--- src/rtl/sram_ctrl_pkg.sv ---
// Shared types and constants for the 32-bit-over-16-bit SRAM controller.
package sram_ctrl_pkg;

   typedef enum logic [1:0] {
      IDLE = 2'd0,
      LO   = 2'd1,
      HI   = 2'd2,
      DONE = 2'd3
   } state_t;

   localparam int          CNT_W         = 4;
   localparam logic [31:0] BASE_ADDR_DEF = 32'd1024;

endpackage

--- src/rtl/sram_wait_cnt.sv ---
// Wait-state down-counter for one 16-bit half access.
module sram_wait_cnt
   import sram_ctrl_pkg::*;
(
   input  logic             clk,
   input  logic             rst,
   input  logic             load,
   input  logic             dec,
   input  logic [CNT_W-1:0] init,
   output logic             zero
);

   logic [CNT_W-1:0] cnt;

   always_ff @(posedge clk) begin
      if (rst) begin
         cnt <= '0;
      end else if (load) begin
         cnt <= init;
      end else if (dec && cnt != '0) begin
         cnt <= cnt - 1'b1;
      end
   end

   assign zero = (cnt == '0);

endmodule

--- src/rtl/sram_ctrl.sv ---
// CPU memory-stage to 16-bit SRAM bridge: each 32-bit access is two halves.
// Optional address range checking is enabled by SRAM_CTRL_RANGE_CHECK_EN.
module sram_ctrl
   import sram_ctrl_pkg::*;
#(
   parameter int          WAIT_CYCLES = 1,
   parameter logic [31:0] BASE_ADDR   = BASE_ADDR_DEF,
   parameter int          SRAM_AW     = 18
) (
   input  logic               clk,
   input  logic               rst,
   input  logic               rd_en,
   input  logic               wr_en,
   input  logic [31:0]        address,
   input  logic [31:0]        write_data,
   output logic [31:0]        read_data,
   output logic               ready,
   output logic [SRAM_AW-1:0] sram_addr,
   output logic [15:0]        sram_dq_out,
   input  logic [15:0]        sram_dq_in,
   output logic               sram_dq_oe,
`ifdef SRAM_CTRL_RANGE_CHECK_EN
   output logic               range_err,
`endif
   output logic               sram_we_n
);

   localparam int IDX_W = SRAM_AW - 1;
   localparam logic [CNT_W-1:0] CNT_INIT = CNT_W'(WAIT_CYCLES - 1);

   state_t            state;
   state_t            next;
   logic              req;
   logic              zero;
   logic              load;
   logic              dec;
   logic [31:0]       addr_q;
   logic [31:0]       data_q;
   logic              wr_q;
   logic [31:0]       diff;
   logic [IDX_W-1:0]  idx;
   logic              oor;

   assign req  = rd_en | wr_en;
   // Upper index bits drop out here, so unchecked addresses wrap.
   assign diff = addr_q - BASE_ADDR;
   assign idx  = IDX_W'(diff >> 2);

`ifdef SRAM_CTRL_RANGE_CHECK_EN
   logic [31:0] in_diff;
   logic        err_q;

   assign in_diff = address - BASE_ADDR;
   assign oor = (address < BASE_ADDR)
              || ((in_diff >> (SRAM_AW + 1)) != 32'd0);

   always_ff @(posedge clk) begin
      if (rst) begin
         err_q <= 1'b0;
      end else if (state == IDLE && req) begin
         err_q <= oor;
      end
   end

   assign range_err = !rst && state == DONE && err_q;
`else
   assign oor = 1'b0;
`endif

   assign load = (state == IDLE && req) || (state == LO && zero);
   assign dec  = (state == LO || state == HI) && !zero;

   sram_wait_cnt u_cnt (
      .clk  (clk),
      .rst  (rst),
      .load (load),
      .dec  (dec),
      .init (CNT_INIT),
      .zero (zero)
   );

   always_ff @(posedge clk) begin
      if (rst) begin
         state <= IDLE;
      end else begin
         state <= next;
      end
   end

   always_comb begin
      next = state;
      unique case (state)
         IDLE: if (req) next = oor ? DONE : LO;
         LO:   if (zero) next = HI;
         HI:   if (zero) next = DONE;
         DONE: next = IDLE;
      endcase
   end

   always_ff @(posedge clk) begin
      if (rst) begin
         addr_q <= '0;
         data_q <= '0;
         wr_q   <= 1'b0;
      end else if (state == IDLE && req) begin
         addr_q <= address;
         data_q <= write_data;
         wr_q   <= wr_en;
      end
   end

   always_ff @(posedge clk) begin
      if (rst) begin
         read_data <= '0;
      end else if (!wr_q && zero) begin
         if (state == LO) read_data[15:0]  <= sram_dq_in;
         if (state == HI) read_data[31:16] <= sram_dq_in;
      end
   end

   always_comb begin
      ready       = 1'b0;
      sram_addr   = '0;
      sram_dq_out = '0;
      sram_dq_oe  = 1'b0;
      sram_we_n   = 1'b1;
      if (rst) begin
         ready = 1'b1;
      end else begin
         unique case (state)
            IDLE: ready = !req;
            LO: begin
               sram_addr = {idx, 1'b0};
               if (wr_q) begin
                  sram_dq_oe  = 1'b1;
                  sram_we_n   = 1'b0;
                  sram_dq_out = data_q[15:0];
               end
            end
            HI: begin
               sram_addr = {idx, 1'b1};
               if (wr_q) begin
                  sram_dq_oe  = 1'b1;
                  sram_we_n   = 1'b0;
                  sram_dq_out = data_q[31:16];
               end
            end
            DONE: ready = 1'b1;
         endcase
      end
   end

endmodule
--- config.mk ---
export PLATFORM = sky130hd
export DESIGN_NAME = sram_ctrl
export DESIGN_NICKNAME = d
export VERILOG_FILES = /design/src/rtl/sram_ctrl_pkg.sv /design/src/rtl/sram_wait_cnt.sv /design/src/rtl/sram_ctrl.sv
export SDC_FILE = /design/constraint.sdc
export NUM_CORES = 1
export LEC_CHECK = 0
export CAP_MARGIN = 20
export CORE_UTILIZATION = 42
export CTS_CLUSTER_SIZE = 10
export DETAILED_ROUTE_END_ITERATION = 10
export PLACE_DENSITY_LB_ADDON = 0.2
export SYNTH_ARGS = -nofsm -noshare
export SYNTH_HDL_FRONTEND = slang
export SYNTH_SLANG_ARGS = --single-unit
--- constraint.sdc ---
create_clock -name clk -period 5 [get_ports clk]
set_clock_uncertainty 0.2 [all_clocks]
set_input_delay 1 -clock clk [delete_from_list [all_inputs] [get_ports clk]]
set_output_delay 1 -clock clk [all_outputs]
set_load 0.02 [all_outputs]
==> results.cfg, run 1 <==
[yosys]
synth_most_common_cell = nand2_1
synth_cells = 467
synth_flop_cell = dfxtp_1
synth_commonest_cells = nand2_1 (106), dfxtp_1 (88), a21oi_1 (57)
post-synth-top-area-cell = dfxtp_1
ys_types = 42
synthesis.area_um2 = 3890
async_flop_share = 0
synth_top_area_share = 0.453
syn_avg_cell_area_um2 = 8.34
synth_edf_count = 0
synth-seq-cells = 88
synth_fp_nets = 557
ys_seq_area_frac = 0.453
ys.warnings.count = 0
synthTopCellsByArea = dfxtp_1 (45%), nand2_1 (10%), mux2i_1 (9.0%)

[timing]
rsz0062_at_grt = false
finalCritPeriodShare = 0.854
slew_violations = 0
slew_headroom = 0.400
max_freq_ghz = 0.234
hold_viol = 0
finalSetupViolations = 0
tightest_slew_ps = 901
min_period_ps = 4270
fin_setup_tns_ps = 0
setup_ws_ps = 731

[flow_run]
cap_violations = 0

[clock_network]
cts_resized = 0
hold_buffers = 0
htreeDepth = 3
cts_buffers = 9
postCtsSetupBuffers = 0
clock_latency_ps = 350
clk_pin_slew_worst_paths_ps = 90
clock_sinks = 88
root_buffer = clkbuf_8
clockBufferDepth = 2
cts_tree = yes

[global_route]
grt_max_degree = 104
grt_pass1_vias = 3432
grt_pass1_wl_mm = 16.2
grt_util_all_layers = 0.205
grt_overflow = 0
antenna_found_initial = 0

[setup_path]
end_kind = output port
critPathTopFamily = simple AND/OR/NAND/NOR gates
cpMaxStageDelayCell = clkdlybuf4s50_1
critPathBufInv = 2
path_cells = inv_1 > ha_1 > and2b_1 > nand2_1 > nor2_1 > clkdlybuf4s50_1
critPathMaxFanout = 18
cp.required_ps = 3800
slowest_delay_ps = 630
cp_data_arrival_time_ps = 3070
timing_worst_setup_path_type = flop to output port
critPathLaunchType = flop

[power_and_ir_drop]
ir_worst_vdd_mv = 0.224
p_per_area_nw_per_um2 = 470
p_leak_nw = 2.15

[detailed_routing]
dr.first_iter.drc_count = 132
firstDrtPassIters = 7
routed_via_density = 5.07
drc_errors = 6
wire_per_inst_um = 14.0
via_count = 3553
routed_wl_mm = 9.78
antenna_left = 0

[placed_design]
io_buffers = 137
dp_slack_ps = 814
place_hpwl_mm = 6.73
place_congestion = 0.746

[worst_hold_path]
min_path_type = flop to flop

[finish]
drive_gt1_frac = 0.0438
fin_util = 0.630
area_growth_pct = 43.2
nNetsFinal = 678
diodes = 0

[status]
violations = design-rule violations
outcome = finished, violations left

[floorplan]
fp.dieW_um = 98.3
core_area_um2 = 8850
rows = 34
initial_core_util = 0.440
ios = 153
die_h_um = 98.3
dieArea_um2 = 9660
path summary, 6_finish.rpt:
| path | startpoint | endpoint | slack, ps | cells past startpoint |
|---|---|---|---|---|
| max | state[1] | sram_dq_out[8] | 730 | 6 |
| min | addr_q[4] | addr_q[4] | 260 | 2 |
| max reg2reg | state[1] | data_q[26] | 2610 | 6 |
| min reg2reg | addr_q[4] | addr_q[4] | 260 | 2 |
where the power goes:
part | leakage [nW] | switching [W] | internal, W
Combinational | 1.30 | 0.000580 | 0.000437
Clock | 0.128 | 0.000248 | 0.000384
Sequential | 0.721 | 0.000101 | 0.000871
Total | 2.15 | 0.000929 | 0.00169
metrics by stage:
stage / hold WS (ps) / std cells / power [W] / cell area [um^2]
finish: 256 / 701 / 0.00262 / 5580
global route: 276 / 701 / 0.00278 / 5580
CTS: 256 / 701 / 0.00264 / 5580
detailed placement: 243 / 685 / 0.00201 / 5320
global placement: 241 / 685 / 0.00198 / 5320
floorplan: 232 / 467 / 0.00164 / 3890
layout by cell type (no fill, tap or decap), types with 5 or more instances in the layout:
cell / n
a21oi_1: 57
a22oi_1: 16
and3_1: 8
buf_4: 5
clkbuf_8: 9
clkdlybuf4s50_1: 136
dfxtp_1: 88
ha_1: 6
inv_1: 8
mux2i_1: 35
nand2_1: 106
nand2b_1: 49
nor2_1: 25
worst reg2reg max path, delay by kind of cell, from the launching register on:
family / cells / cell delay, ps
AOI/OAI and AO/OA: 2 / 810
buffers and inverters: 2 / 530
and+or+nand+nor: 1 / 120
adders and majority gates: 1 / 320
DFF: 1 / 340
area by class of cell:
type / count / area, um^2
fill: 791 / 3270
multi-input combinational: 339 / 1980
sequential: 88 / 1760
timing repair buffer: 142 / 1400
tap: 108 / 135
clock buffer: 11 / 131
clock inverter: 5 / 129
inverter: 8 / 30.0
registers in the layout (all words and copies together) (netlist names):
name / flops
wr_q: 1
state: 2
read_data: 32
u_cnt.cnt: 4
data_q: 32
addr_q: 17
cell families after synthesis:
kind of cell               Yosys count  share of synthesized area
and+or+nand+nor                    211                      0.266
adders and majority gates            6                     0.0193
DFF                                 88                      0.453
muxes                               36                     0.0929
xor gates and xnor gates             2                    0.00450
buffers and inverters               40                     0.0405
AOI/OAI and AO/OA                   84                      0.124
metal layers:
| layer | track usage | up-vias | part of all wire | wire (um) |
|---|---|---|---|---|
| li1 | - | 1795 | - | - |
| met1 | 0.248 | 1655 | 0.44 | 4260 |
| met2 | 0.367 | 92 | 0.50 | 4880 |
| met3 | 0.0422 | 11 | 0.054 | 524 |
| met4 | 0.0597 | 0 | 0.011 | 108 |
| met5 | 0 | - | 0 | 0 |
(Power assumes the default switching activity.)
==> run 2, diff against run 1 <==
Settings changed: PLACE_DENSITY set to 0.78, PLACE_DENSITY_LB_ADDON 0.2 to not set.
==> results.cfg, run 2 (synthesized netlist as in run 1, its figures left out) <==
[setup_path]
cp_data_arrival_time_ps = 3100
cp_num_cells = 6
end_kind = output port
cpMaxStageDelayCell = clkdlybuf4s50_1
critPathTopFamily = simple AND/OR/NAND/NOR gates
crit_path_start = state[1]
timing_worst_setup_path_type = flop to output port
cp.required_ps = 3800
path_cells = inv_1 > ha_1 > and2b_1 > nand2_1 > nor2_1 > clkdlybuf4s50_1
r2r-start = state[0]
endpoint = sram_dq_out[2]
slowest_delay_ps = 630
critPathLaunchType = flop
critPathBufInv = 2
critPathMaxFanout = 18
reg2reg_depth = 6
reg2reg_to = data_q[24]
r2r_slack_ps = 2590

[global_route]
grt_util_all_layers = 0.195
grt_max_degree = 104
grt_overflow = 0
grt_pass1_vias = 3364
antenna_found_initial = 0
grt_pass1_wl_mm = 15.4

[status]
violations = design-rule violations
outcome = finished, violations left

[clock_network]
clockBufferDepth = 2
clk_pin_slew_worst_paths_ps = 90
root_buffer = clkbuf_8
clock_latency_ps = 330
cts_tree = yes
cts_buffers = 9
clock_sinks = 88
hold_buffers = 0
postCtsSetupBuffers = 0
cts_resized = 0
htreeDepth = 3

[floorplan]
initial_core_util = 0.440
dieArea_um2 = 9660
fp.dieW_um = 98.3
ios = 153
rows = 34
core_area_um2 = 8850
die_h_um = 98.3

[finish]
fill_cells = 770
nNetsFinal = 679
diodes = 0
top_regs = data_q x32, read_data x32, addr_q x17
fin_util = 0.627
area_growth_pct = 42.6
drive_gt1_frac = 0.0488
final_common_cell = clkdlybuf4s50_1
layout_common_cells = clkdlybuf4s50_1 (136), nand2_1 (106), dfxtp_1 (88)

[timing]
tightest_slew_ps = 974
slew_headroom = 0.351
setup_ws_ps = 705
finalSetupViolations = 0
rsz0062_at_grt = false
fin_setup_tns_ps = 0
min_period_ps = 4300
slew_violations = 0
finalCritPeriodShare = 0.859
max_freq_ghz = 0.233
hold_viol = 0

[power_and_ir_drop]
p_per_area_nw_per_um2 = 459
ir_worst_vdd_mv = 0.215
p_leak_nw = 2.14

[placed_design]
place_congestion = 0.756
place_hpwl_mm = 6.76
io_buffers = 137
dp_slack_ps = 807

[worst_hold_path]
min_from = addr_q[6]
min_path_type = flop to flop

[detailed_routing]
antenna_left = 0
via_count = 3578
wl_met2_mm = 4.73
wire_per_inst_um = 13.8
dr.max_layer_used = met4
drc_errors = 9
m1WireLength_mm = 4.23
firstDrtPassIters = 7
dr.first_iter.drc_count = 120
met3WireLength_um = 648
routed_wl_mm = 9.66
routed_via_density = 5.10

[flow_run]
cap_violations = 0
## run 2: worst min path at each step
stage                            end  slack (ps)  cells after the start
after floorplan            addr_q[2]         230                      2
after global placement     addr_q[7]         240                      2
after detailed placement   addr_q[6]         240                      2
after CTS                  addr_q[6]         260                      2
after global routing      data_q[17]         270                      2
final                      addr_q[6]         250                      2
## run 2: area by class of cell
| cell class | instances | area, um^2 | share of cell area |
|---|---|---|---|
| Multi-Input combinational cell | 339 | 1980 | 0.357 |
| Sequential cell | 88 | 1760 | 0.317 |
| Timing Repair Buffer | 143 | 1410 | 0.254 |
| Clock buffer | 10 | 138 | 0.0248 |
| Tap cell | 108 | 135 | 0.0243 |
| Clock inverter | 6 | 91.3 | 0.0165 |
| Inverter | 8 | 30.0 | 0.00541 |
## run 2: metal layers
layer | track usage | vias to the layer above
met1 | 0.239 | 1661
met5 | 0 | -
met3 | 0.0429 | 6
met2 | 0.345 | 109
li1 | - | 1802
met4 | 0.0505 | 0
## run 2: where the power goes
part | internal (W) | switching (W)
registers | 0.000871 | 0.000100
clock network | 0.000298 | 0.000253
logic | 0.000443 | 0.000583
## run 2: worst register-to-register path: stages, from the launching register on
cell     delay [ps]
dfxtp_1         340
inv_1           110
ha_1            320
o21a_1          830
buf_4           330
nand2_1          70
a21oi_1         130
## run 2: per-stage QoR
step	std cells	power [W]	area (um^2)	hold slack, ps
finish	702	0.00255	5550	255
global route	702	0.00271	5550	273
CTS	702	0.00257	5550	258
detailed placement	686	0.00202	5320	245
global placement	686	0.00199	5320	241
floorplan	467	0.00164	3890	232
